<file path="src/rtl/minirisc_pkg.sv">
// -----------------------------------------------------------------------------
// minirisc_pkg
// Shared constants and types for the register-file write-back path.
//   REG_ADDR_W : register address width (16 registers)
//   DATA_W     : register data width
//   CNT_W      : width of the load wait-state counter
//   wb_state_t : write-back controller states
// -----------------------------------------------------------------------------
package minirisc_pkg;

   localparam int REG_ADDR_W = 4;
   localparam int DATA_W     = 8;
   localparam int CNT_W      = 8;

   typedef enum logic [1:0] {
      IDLE    = 2'd0,
      LD_WAIT = 2'd1,
      WB      = 2'd2
   } wb_state_t;

endpackage

</file>
<file path="src/rtl/reg_wb_timeout_cnt.sv">
// -----------------------------------------------------------------------------
// reg_wb_timeout_cnt
// Saturating 8-bit wait-state counter used while a load is outstanding.
// Ports:
//   clk, rst_n : clock, asynchronous active-low reset
//   i_clr      : synchronous clear (takes priority over i_en)
//   i_en       : count this cycle
//   o_match    : this cycle is the LOAD_TIMEOUT-th counted cycle
//                (never asserted when LOAD_TIMEOUT == 0)
// -----------------------------------------------------------------------------
module reg_wb_timeout_cnt
   import minirisc_pkg::*;
#(
   parameter int unsigned LOAD_TIMEOUT = 15
) (
   input  logic clk,
   input  logic rst_n,
   input  logic i_clr,
   input  logic i_en,
   output logic o_match
);

   // LOAD_TIMEOUT is limited to 0..255, so 9 bits hold it and cnt+1 exactly.
   localparam logic [CNT_W:0] TO_W = (CNT_W+1)'(LOAD_TIMEOUT);

   logic [CNT_W-1:0] r_cnt;
   logic [CNT_W:0]   w_cnt_inc;

   always_ff @(posedge clk or negedge rst_n) begin
      if (!rst_n) begin
         r_cnt <= '0;
      end else if (i_clr) begin
         r_cnt <= '0;
      end else if (i_en && (r_cnt != {CNT_W{1'b1}})) begin
         r_cnt <= r_cnt + 1'b1;
      end
   end

   // r_cnt holds the number of already completed wait cycles, so the current
   // cycle is number r_cnt+1; the abort fires in cycle LOAD_TIMEOUT itself.
   assign w_cnt_inc = {1'b0, r_cnt} + 1'b1;
   assign o_match   = (TO_W != '0) && (w_cnt_inc == TO_W);

endmodule

</file>
<file path="src/rtl/reg_wb_ctrl.sv">
// -----------------------------------------------------------------------------
// reg_wb_ctrl
// Write-back controller in front of the 16 x 8 register file. Owns the shared
// X address, write enable and write data; sequences single-cycle ALU results
// and variable-latency data-memory loads (with timeout) into the file.
//
// Handshake: alu_valid / ld_start are single-cycle pulses accepted only in
// IDLE (upstream must hold while stall=1, otherwise the request is dropped);
// mem_rd_valid is sampled only in LD_WAIT and needs no ready.
//
// Ports:
//   clk, rst_n        : clock, asynchronous active-low reset
//   dec_addr_x        : decoder X read address (used when not writing)
//   alu_valid/addr/data : ALU write request
//   ld_start/ld_addr  : load issued, destination register
//   mem_rd_valid/data : load return data
//   rf_addr_x         : register file X address (write addr while writing)
//   rf_write_en       : register file write enable (registered)
//   rf_wr_data_x      : register file write data (registered)
//   stall             : hold decode/fetch
//   bus_err           : sticky load timeout flag (cleared by reset only)
//   dbg_state         : current controller state
// Optional (macro REG_WB_FWD_EN):
//   dec_addr_y        : decoder Y read address
//   fwd_x, fwd_y      : operand X/Y matches the register written this cycle
//   fwd_data          : value being written this cycle
// -----------------------------------------------------------------------------
module reg_wb_ctrl
   import minirisc_pkg::*;
#(
   parameter int unsigned LOAD_TIMEOUT = 15   // 0 disables; legal 0..255
) (
   input  logic                  clk,
   input  logic                  rst_n,
   input  logic [REG_ADDR_W-1:0] dec_addr_x,
   input  logic                  alu_valid,
   input  logic [REG_ADDR_W-1:0] alu_addr,
   input  logic [DATA_W-1:0]     alu_data,
   input  logic                  ld_start,
   input  logic [REG_ADDR_W-1:0] ld_addr,
   input  logic                  mem_rd_valid,
   input  logic [DATA_W-1:0]     mem_rd_data,
   output logic [REG_ADDR_W-1:0] rf_addr_x,
   output logic                  rf_write_en,
   output logic [DATA_W-1:0]     rf_wr_data_x,
   output logic                  stall,
   output logic                  bus_err,
`ifdef REG_WB_FWD_EN
   input  logic [REG_ADDR_W-1:0] dec_addr_y,
   output logic                  fwd_x,
   output logic                  fwd_y,
   output logic [DATA_W-1:0]     fwd_data,
`endif
   output wb_state_t             dbg_state
);

   wb_state_t             r_state,   w_state_nxt;
   logic                  r_we,      w_we_nxt;
   logic [REG_ADDR_W-1:0] r_wb_addr, w_wb_addr_nxt;
   logic [DATA_W-1:0]     r_wr_data, w_wr_data_nxt;
   logic [REG_ADDR_W-1:0] r_ld_dst,  w_ld_dst_nxt;
   logic                  r_bus_err, w_bus_err_nxt;
   logic                  w_cnt_clr;
   logic                  w_cnt_en;
   logic                  w_timeout;

   reg_wb_timeout_cnt #(
      .LOAD_TIMEOUT (LOAD_TIMEOUT)
   ) u_timeout_cnt (
      .clk     (clk),
      .rst_n   (rst_n),
      .i_clr   (w_cnt_clr),
      .i_en    (w_cnt_en),
      .o_match (w_timeout)
   );

   always_ff @(posedge clk or negedge rst_n) begin
      if (!rst_n) begin
         r_state   <= IDLE;
         r_we      <= 1'b0;
         r_wb_addr <= '0;
         r_wr_data <= '0;
         r_ld_dst  <= '0;
         r_bus_err <= 1'b0;
      end else begin
         r_state   <= w_state_nxt;
         r_we      <= w_we_nxt;
         r_wb_addr <= w_wb_addr_nxt;
         r_wr_data <= w_wr_data_nxt;
         r_ld_dst  <= w_ld_dst_nxt;
         r_bus_err <= w_bus_err_nxt;
      end
   end

   always_comb begin
      w_state_nxt   = r_state;
      w_we_nxt      = 1'b0;
      w_wb_addr_nxt = r_wb_addr;
      w_wr_data_nxt = r_wr_data;
      w_ld_dst_nxt  = r_ld_dst;
      w_bus_err_nxt = r_bus_err;
      w_cnt_clr     = 1'b0;
      w_cnt_en      = 1'b0;

      unique case (r_state)
         IDLE: begin
            // ALU write and load launch are independent; when both arrive
            // together the ALU write goes out now and the load writes later,
            // so a shared destination ends up holding the load data.
            if (alu_valid) begin
               w_we_nxt      = 1'b1;
               w_wb_addr_nxt = alu_addr;
               w_wr_data_nxt = alu_data;
            end
            if (ld_start) begin
               w_ld_dst_nxt = ld_addr;
               w_cnt_clr    = 1'b1;
               w_state_nxt  = LD_WAIT;
            end
         end
         LD_WAIT: begin
            w_cnt_en = 1'b1;
            // Data arriving in the timeout cycle still completes the load.
            if (mem_rd_valid) begin
               w_we_nxt      = 1'b1;
               w_wb_addr_nxt = r_ld_dst;
               w_wr_data_nxt = mem_rd_data;
               w_state_nxt   = WB;
            end else if (w_timeout) begin
               w_bus_err_nxt = 1'b1;
               w_state_nxt   = IDLE;
            end
         end
         WB: begin
            w_state_nxt = IDLE;
         end
         default: begin
            w_state_nxt = IDLE;
         end
      endcase
   end

   assign rf_addr_x    = r_we ? r_wb_addr : dec_addr_x;
   assign rf_write_en  = r_we;
   assign rf_wr_data_x = r_wr_data;
   assign stall        = r_we | (r_state == LD_WAIT);
   assign bus_err      = r_bus_err;
   assign dbg_state    = r_state;

`ifdef REG_WB_FWD_EN
   assign fwd_x    = r_we && (r_wb_addr == dec_addr_x);
   assign fwd_y    = r_we && (r_wb_addr == dec_addr_y);
   assign fwd_data = r_wr_data;
`endif

endmodule

</file>
<file path="config.mk">
export PLATFORM = sky130hd
export DESIGN_NAME = reg_wb_ctrl
export DESIGN_NICKNAME = d
export VERILOG_FILES = /design/src/rtl/minirisc_pkg.sv /design/src/rtl/reg_wb_timeout_cnt.sv /design/src/rtl/reg_wb_ctrl.sv
export SDC_FILE = /design/constraint.sdc
export NUM_CORES = 1
export LEC_CHECK = 0
export ABC_CLOCK_PERIOD_IN_PS = 3400
export CAP_MARGIN = 20
export CELL_PAD_IN_SITES_DETAIL_PLACEMENT = 0
export CELL_PAD_IN_SITES_GLOBAL_PLACEMENT = 1
export CORE_AREA = 2 2 65 67
export CTS_CLUSTER_DIAMETER = 60
export DETAILED_ROUTE_END_ITERATION = 8
export DIE_AREA = 0 0 67 69
export DONT_BUFFER_PORTS = 1
export PLACE_DENSITY_LB_ADDON = 0.1
export SKIP_LAST_GASP = 1
export SLEW_MARGIN = 20
export SYNTH_ARGS = -nofsm -noshare
export SYNTH_HDL_FRONTEND = slang
export SYNTH_SLANG_ARGS = --single-unit
</file>
<file path="constraint.sdc">
create_clock -name clk -period 3.4 [get_ports clk]
set_input_delay 0.68 -clock clk [delete_from_list [all_inputs] [get_ports clk]]
set_output_delay 0.68 -clock clk [all_outputs]
set_load 0.005 [all_outputs]
</file>
==> results.cfg, run 1 <==
[status]
outcome = finished clean

[logic_synthesis]
synth_xor_area_frac = 0.0174
synthMuxAreaShare = 0.160
ys_ff_latch = 28
syn_area_um2 = 1510
syn_inst = 139
synth_compound_area_frac = 0.150
ys_async_sr_fraction = 1.00
yosysMostFrequentCell = dfrtp_1
synthSimpleGateAreaFrac = 0.148
synth_top_cell_by_area = dfrtp_1
synth-main-ff-cell = dfrtp_1
syn_nets = 174
yosys.cell_types.count = 43
synthAdderAreaFrac = 0.0166
synth_area_leaders = dfrtp_1 47%, mux2i_1 9.3%, mux2_2 6.7%
synth_top_family_by_area = multiplexers
ys_warn_count = 0
synthTopCellsByCount = 28 x dfrtp_1, 16 x nand2_1, 14 x mux2i_1, 14 x o21ai_0, 9 x mux2_2
synth_edf_count = 0
synth.yosys.seq_area_share = 0.465
avgSynthCellArea_um2 = 10.8
synth_top_area_share = 0.465

[power]
power_leakage_nw = 0.701
power_mw = 1.15
p_per_area_nw_per_um2 = 721
ir_drop_v = 0.000261

[placed_design]
place_ws_ns = 1.40
place.gp.congestion = 0.799
placed_area_um2 = 1530
port_buffers = 0
place_hpwl_um = 2230

[floorplanning]
dieArea_um2 = 4620
initial_core_util = 0.385
ios = 50
die_w_um = 67
core_area_um2 = 3910
std_cell_rows = 23
dieHeight_um = 69

[final_layout]
layout-drive-gt1-share = 0.197
syn_to_final_growth_pct = 6.15
num-fill-cells = 413
nNetsFinal = 173
antenna_cells = 0
post-route-util = 0.409
final_area_um2 = 1600

[clocking]
htree_levels = 1
hold_buffers = 0
clockBufferDepth = 2
cts-buffers-inserted = 3
cts_tree = built
cts_root_buf = clkbuf_8
cts.sinks = 28
clk_latency_ns = 0.28
cts.clk_slew.worst_paths_ns = 0.10
cts_resized = 0
post_cts_buffers = 0

[drt]
drcViolationCount = 0
antenna_left = 0
wl_per_cell_um = 16.1
drt-pass1-iter-count = 4
drt_iter0_drc = 53
via_per_inst = 5.47
routed_wl_um = 3010
vias = 1023

[worst_setup_path]
worst_ep_required_time_ns = 3.62
cp-start-kind = register
path_max_fanout = 6
r2r_start = u_timeout_cnt.r_cnt[0]$_DFFE_PN0P_
arrival_ns = 2.25
reg2reg_depth = 5
crit_end = bus_err$_DFFE_PN0P_
crit_type = register to register
crit_start = u_timeout_cnt.r_cnt[0]$_DFFE_PN0P_
rrSetupSlack_ns = 1.37
cp-end-kind = register
r2r-end = bus_err$_DFFE_PN0P_

[global_route]
antenna_found_initial = 0
grt_usage = 0.140
grt_pass1_wl_um = 4990
grt_start_max_net_pins = 29
grt_pass1_vias = 1017
grt-ovfl-total = 0

[sta]
final-setup-viol-count = 0
final_max_slew_viol_count = 0
rsz0062_at_grt = false
fin_skew_ns = 0.00423
worstMarginPinSlew_ns = 0.527
worst_slack_ns = 1.37
relSlewSlack = 0.647
setup_tns_ns = 0
hold_violations = 0
fin_crit_sh = 0.596
min_period_ns = 2.03
fmax_mhz = 494

[min_path]
min_path_type = input port to asynchronous set/reset pin

[run]
max_cap_violations = 0
## worst max-delay path, stage by stage (launching register included)
cell,delay (ns)
dfrtp_1,0.43
ha_1,0.31
nand3_2,0.16
or4b_4,0.51
a2111oi_2,0.36
a31o_1,0.20
## area by class of cell
| cell class | count | area (µm²) | area share |
|---|---|---|---|
| clock buffer | 3 | 41.3 | 0.0258 |
| clock inverter | 1 | 30.0 | 0.0188 |
| inverter | 2 | 7.51 | 0.00469 |
| multi-input combinational | 101 | 742 | 0.464 |
| sequential | 28 | 701 | 0.438 |
| tap | 50 | 62.6 | 0.0391 |
| timing repair buffer | 2 | 15.0 | 0.00939 |
## per-stage QoR
stage / hold WS, ns / instances
floorplan: 0.384 / 139
global placement: 0.385 / 183
finish: 0.0826 / 187
global route: 0.0613 / 187
detailed placement: 0.385 / 183
CTS: 0.0700 / 187
## routing by layer
metal	share of wire	vias up	global-route usage	wire length, µm
met5	0	-	0	0
li1	-	496	-	-
met4	0.019	0	0.0567	58
met2	0.44	36	0.200	1320
met1	0.47	486	0.201	1420
met3	0.072	5	0.0343	216
## cell usage in the layout (no fill, tap or decap), types with 2 or more instances in the layout
cell      count
xnor2_1       2
clkbuf_8      3
a21oi_1       2
mux2_2        9
ha_1          2
o21ai_0      14
o211ai_1      2
mux2i_1      14
nor3_1        3
dfrtp_1      28
o22ai_1       2
inv_1         2
nand3_2       2
nand2b_1      3
o21a_1        2
nor2_1        5
buf_4         2
nand2_1      16
## state kept, by name (all words and copies together), names as in the netlist
register,flops
r_ld_dst,4
rf_write_en,1
r_wb_addr,4
bus_err,1
dbg_state,2
u_timeout_cnt.r_cnt,8
rf_wr_data_x,8
## worst min path at each step
stage                                          end  slack, ns  startpoint  cells after the start
after floorplan                bus_err$_DFFE_PN0P_       0.38       rst_n                      0
after global placement    r_wb_addr[0]$_DFFE_PN0P_       0.39       rst_n                      0
after detailed placement  r_wb_addr[0]$_DFFE_PN0P_       0.39       rst_n                      0
after CTS                 r_wb_addr[0]$_DFFE_PN0P_       0.07       rst_n                      0
after global routing      r_wb_addr[0]$_DFFE_PN0P_       0.06       rst_n                      0
final                     r_wb_addr[0]$_DFFE_PN0P_       0.08       rst_n                      0
## cells by family (layout without fill, tap and decap cells)
kind of cell,after synthesis,in the layout
simple gates,40,40
flops,28,28
compound gates,33,33
fa+ha+maj,2,2
xor+xnor,3,3
buf+inv,10,8
mux,23,23
## power breakdown
group | switching, mW | total (mW) | leakage, nW | internal (mW)
sequential | 0.107 | 0.558 | 0.353 | 0.451
clock | 0.104 | 0.262 | 0.0357 | 0.158
combinational | 0.173 | 0.333 | 0.312 | 0.160
Note: power is estimated with default switching activity, not from simulation.
==> inputs of run 2 (changes only) <==
--- a/config.mk
+++ b/config.mk
@@ -5,7 +5,7 @@
 export SDC_FILE = /design/constraint.sdc
 export NUM_CORES = 1
 export LEC_CHECK = 0
-export ABC_CLOCK_PERIOD_IN_PS = 3400
+export ABC_CLOCK_PERIOD_IN_PS = 1900
 export CAP_MARGIN = 20
 export CELL_PAD_IN_SITES_DETAIL_PLACEMENT = 0
 export CELL_PAD_IN_SITES_GLOBAL_PLACEMENT = 1
==> constraint.sdc (replaced) <==
create_clock -name clk -period 1.9 [get_ports clk]
set_input_delay 0.38 -clock clk [delete_from_list [all_inputs] [get_ports clk]]
set_output_delay 0.38 -clock clk [all_outputs]
set_load 0.005 [all_outputs]
==> run 2 against run 1 <==
Effect of this change:
- first-iteration DRC count is 19% lower
- register-to-register slack worse by 1.3 ns
- critical path depth stayed put
- flip-flop and latch count stayed put
- cell area is 4.9% higher
- wire length is 6.5% higher
- worst setup slack worse by 1.3 ns
- critical path type unchanged
- highest routed layer unchanged
==> results.cfg, run 2 (synthesis gave the netlist of run 1 again) <==
[worst_setup_path]
cpMaxStageDelayCell = or4b_4
reg2reg_depth = 5
crit_start = u_timeout_cnt.r_cnt[0]$_DFFE_PN0P_
arrival_ns = 2.05
path_cells = ha_1 -> nand3_2 -> or4b_4 -> a2111oi_2 -> a31o_1
worstSetupPathDepth = 5
worst_ep_required_time_ns = 2.12
cpLargestDelayFamily = simple AND/OR/NAND/NOR gates
path_max_fanout = 5
crit_type = register to register
r2r_start = u_timeout_cnt.r_cnt[0]$_DFFE_PN0P_
cp-end-kind = register
critPathBufInv = 0
max_stage_delay_ns = 0.51
cp-start-kind = register

[power]
power_leakage_nw = 0.746
ir_drop_v = 0.000397
p_per_area_nw_per_um2 = 1290

[status]
outcome = finished clean

[run]
max_cap_violations = 0

[sta]
min_period_ns = 1.83
fmax_mhz = 547
final_max_slew_viol_count = 0
hold_violations = 0
fin_skew_ns = 0.00431
fin_crit_sh = 0.962
setup_tns_ns = 0
relSlewSlack = 0.701
final-setup-viol-count = 0
worstMarginPinSlew_ns = 0.448
rsz0062_at_grt = false

[final_layout]
layout-drive-gt1-share = 0.241
post-route-util = 0.428
syn_to_final_growth_pct = 11.3
layout_commonest_cell = dfrtp_1
final_cell_mix = 28 x dfrtp_1, 16 x nand2_1, 14 x mux2i_1, 14 x o21ai_0, 9 x mux2_2
nNetsFinal = 181
antenna_cells = 0
num-fill-cells = 416

[clocking]
cts-buffers-inserted = 3
cts_root_buf = clkbuf_8
cts.sinks = 28
clk_latency_ns = 0.27
cts_tree = built
post_cts_buffers = 0
clockBufferDepth = 2
cts.clk_slew.worst_paths_ns = 0.10
htree_levels = 1

[placed_design]
place_hpwl_um = 2280
place.gp.congestion = 0.802
port_buffers = 0

[drt]
vias = 1064
drt_iter0_drc = 43
drcViolationCount = 0
via_per_inst = 5.46
antenna_left = 0
drt-pass1-iter-count = 4
routed_wl_um = 3200
wl_per_cell_um = 16.4

[floorplanning]
die_w_um = 67
std_cell_rows = 23
dieHeight_um = 69
core_area_um2 = 3910
initial_core_util = 0.385
dieArea_um2 = 4620
ios = 50

[min_path]
min_from = mem_rd_valid
whs_path_depth = 1
min_path_type = input port to register

[global_route]
grt_pass1_wl_um = 5400
grt_start_max_net_pins = 29
grt_pass1_vias = 1066
antenna_found_initial = 0
grt_usage = 0.148
grt-ovfl-total = 0
run 2: final cells by class:
| class | instances | area, µm² | area share |
|---|---|---|---|
| Timing Repair Buffer | 10 | 90.1 | 0.0537 |
| Sequential cell | 28 | 701 | 0.418 |
| Multi-Input combinational cell | 101 | 744 | 0.444 |
| Clock inverter | 1 | 30.0 | 0.0179 |
| Tap cell | 50 | 62.6 | 0.0373 |
| Clock buffer | 3 | 41.3 | 0.0246 |
| Inverter | 2 | 7.51 | 0.00448 |
run 2: metal layers:
layer / track usage / wire length (µm)
met1: 0.210 / 1470
met3: 0.0310 / 180
met5: 0 / 0
met2: 0.228 / 1520
met4: 0.0408 / 22
run 2: path summary, 6_finish.rpt:
check                                           endpoint  slack (ns)
worst max-delay path                 bus_err$_DFFE_PN0P_        0.07
max in group asynchronous        r_ld_dst[3]$_DFFE_PN0P_        1.19
worst min register to register  r_wb_addr[0]$_DFFE_PN0P_        0.49
worst min-delay path            dbg_state[1]$_DFFE_PN0P_        0.23
worst max register to register       bus_err$_DFFE_PN0P_        0.07
min in group asynchronous        r_ld_dst[0]$_DFFE_PN0P_        0.54
run 2: per-stage QoR:
step / cells / total power [mW] / hold WS (ns) / worst slack, ns / cell area [µm²]
after detailed placement: 189 / 1.69 / 0.0851 / 0.108 / 1570
after floorplan: 139 / 1.50 / 0.0844 / 0.0386 / 1510
after global routing: 195 / 2.32 / 0.218 / 0.0128 / 1680
after CTS: 195 / 2.19 / 0.219 / 0.0841 / 1670
final: 195 / 2.16 / 0.227 / 0.0717 / 1680
after global placement: 189 / 1.67 / 0.0851 / 0.144 / 1570
run 2: repair_timing:
action / CTS / global route
endpoints found under the hold margin: 28 / 0
setup endpoints to repair: 0 / 1
gates resized for setup: 0 / 1
hold buffers: 2 / 0
run 2: power breakdown:
group	internal [mW]	leakage, nW	switching, mW	total [mW]
clock	0.282	0.0357	0.192	0.475
combinational	0.341	0.357	0.376	0.718
sequential	0.806	0.353	0.163	0.969
total	1.43	0.746	0.732	2.16
==> inputs of run 3 (changes only) <==
--- a/config.mk
+++ b/config.mk
@@ -9,12 +9,13 @@
 export CAP_MARGIN = 20
 export CELL_PAD_IN_SITES_DETAIL_PLACEMENT = 0
 export CELL_PAD_IN_SITES_GLOBAL_PLACEMENT = 1
-export CORE_AREA = 2 2 65 67
+export CORE_AREA = 2 2 60 62
 export CTS_CLUSTER_DIAMETER = 60
 export DETAILED_ROUTE_END_ITERATION = 8
-export DIE_AREA = 0 0 67 69
+export DIE_AREA = 0 0 62 64
 export DONT_BUFFER_PORTS = 1
 export PLACE_DENSITY_LB_ADDON = 0.1
+export RECOVER_POWER = 50
 export SKIP_LAST_GASP = 1
 export SLEW_MARGIN = 20
 export SYNTH_ARGS = -nofsm -noshare
==> run 3 against run 2 <==
Effect of this change:
- final cell count decreased by 2.1%
- highest routed layer unchanged
- largest cell class unchanged
- wire length shrank 5.2%
- non-clock buffer count stayed put
- clock skew fell by 0.0021 ns
- largest power group unchanged
- clock power is 16% lower
- maximum frequency grew 3.4%
- via count down 1.0%
- combinational power decreased by 0.7%
==> results.cfg, run 3 (synthesis gave the netlist of run 1 again) <==
[status]
outcome = finished clean

[final_layout]
layout-drive-gt1-share = 0.234
stdcell_count = 191
layout_commonest_cell = dfrtp_1
antenna_cells = 0
final_cell_mix = 28 x dfrtp_1, 16 x nand2_1, 14 x mux2i_1, 14 x o21ai_0, 9 x mux2_2
post-route-util = 0.505
nNetsFinal = 181
syn_to_final_growth_pct = 10.0

[clocking]
cts-buffers-inserted = 3
cts_tree = built
cts.sinks = 28
cts_root_buf = clkbuf_4
cts.clk_slew.worst_paths_ns = 0.16
clk_latency_ns = 0.33
post_cts_buffers = 0
htree_levels = 1
clockBufferDepth = 2

[floorplanning]
std_cell_rows = 21
dieHeight_um = 64
dieArea_um2 = 3970
die_w_um = 62
initial_core_util = 0.459
ios = 50
core_area_um2 = 3280

[sta]
final_max_slew_viol_count = 0
fmax_mhz = 565
fin_skew_ns = 0.00218
relSlewSlack = 0.175
rsz0062_at_grt = true
worstMarginPinSlew_ns = 1.24
min_period_ns = 1.77
hold_violations = 0
worst_slack_ns = 0.131
hold_slack_ns = 0.163
final-setup-viol-count = 0
fin_crit_sh = 0.931

[drt]
drt-pass1-iter-count = 4
drt_iter0_drc = 22
vias = 1053
wl_met2_um = 1480
drcViolationCount = 0
routed_wl_um = 3030
antenna_left = 0
via_per_inst = 5.51
top_layer = met4
wl_met1_um = 1360
wl_per_cell_um = 15.9
wl_met3_um = 179

[power]
power_frac_comb = 0.344
ir_drop_v = 0.000635
power.internal_mw = 1.36
clkPwrFrac = 0.193
swShare = 0.345
p_per_area_nw_per_um2 = 1250
power_leakage_nw = 0.744
p_sw_mw = 0.715
pwr-share-seq = 0.464

[worst_setup_path]
rrSetupSlack_ns = 0.13
path_max_fanout = 5
cpMaxStageDelayCell = or4b_4
r2r-end = bus_err$_DFFE_PN0P_
r2r_start = u_timeout_cnt.r_cnt[1]$_DFFE_PN0P_
worst_ep_required_time_ns = 2.19
cp-start-kind = register
path_cells = ha_1 -> nand3_2 -> or4b_4 -> a2111oi_4 -> a31o_1
cpLargestDelayFamily = simple AND/OR/NAND/NOR gates
crit_start = u_timeout_cnt.r_cnt[1]$_DFFE_PN0P_
critPathBufInv = 0
arrival_ns = 2.05
crit_end = bus_err$_DFFE_PN0P_
reg2reg_depth = 5
worstSetupPathDepth = 5
cp-end-kind = register
crit_type = register to register
max_stage_delay_ns = 0.52

[global_route]
grt_pass1_vias = 1072
grt_start_max_net_pins = 29
grt_usage = 0.173
grt-ovfl-total = 0
grt_pass1_wl_um = 5160
antenna_found_initial = 0

[run]
max_cap_violations = 0

[placed_design]
place_ws_ns = 0.112
place_inst = 185
port_buffers = 0
place_hpwl_um = 2160
place.gp.congestion = 0.746

[min_path]
min_path_type = input port to register
==> run 3: worst min path at each step <==
stage                       from  depth (start not counted)                  endpoint  slack (ns)
floorplan                  rst_n                          0       bus_err$_DFFE_PN0P_        0.08
global placement           rst_n                          0  r_wb_addr[0]$_DFFE_PN0P_        0.09
detailed placement         rst_n                          0  r_wb_addr[0]$_DFFE_PN0P_        0.09
CTS                 mem_rd_valid                          1  dbg_state[1]$_DFFE_PN0P_        0.15
global route        mem_rd_valid                          1  dbg_state[1]$_DFFE_PN0P_        0.13
finish              mem_rd_valid                          1  dbg_state[1]$_DFFE_PN0P_        0.16
==> run 3: layout make-up <==
type                    count  area (µm²)
well taps                  46        57.6
flip-flops and latches     28         701
multi-input cells         101         757
inverters                   2        7.51
clock inverters             1        30.0
fillers                   318        1630
clock buffers               3        22.5
repair buffers             10        82.6
==> run 3: stage by stage <==
step	power, mW	setup TNS [ns]	area [µm²]
after floorplan	1.50	0	1510
after global placement	1.65	0	1570
after detailed placement	1.68	0	1570
after CTS	2.10	0	1650
after global routing	2.25	-0.00588	1660
final	2.07	0	1660
==> run 3: timing repair <==
| action | in CTS | in global routing |
|---|---|---|
| endpoints found under the hold margin | 28 | 0 |
| hold buffers | 2 | 0 |
| endpoints found under the setup margin | 0 | 7 |
| gates resized for setup | 0 | 2 |
==> run 3: power by group through the flow <==
stage          Sequential (mW)  Combinational, mW  Clock, mW
5_1_grt                  0.998              0.812      0.441
3_3_place_gp             0.973              0.682          0
6_report                 0.962              0.713      0.400
4_1_cts                  0.967              0.725      0.412
3_5_place_dp             0.981              0.704          0
2_1_floorplan            0.950              0.551          0
==> run 3: routing by layer <==
metal	global-route usage	vias up
met5	0	-
met4	0.0559	0
met3	0.0304	2
met2	0.272	35
met1	0.237	503
li1	-	513
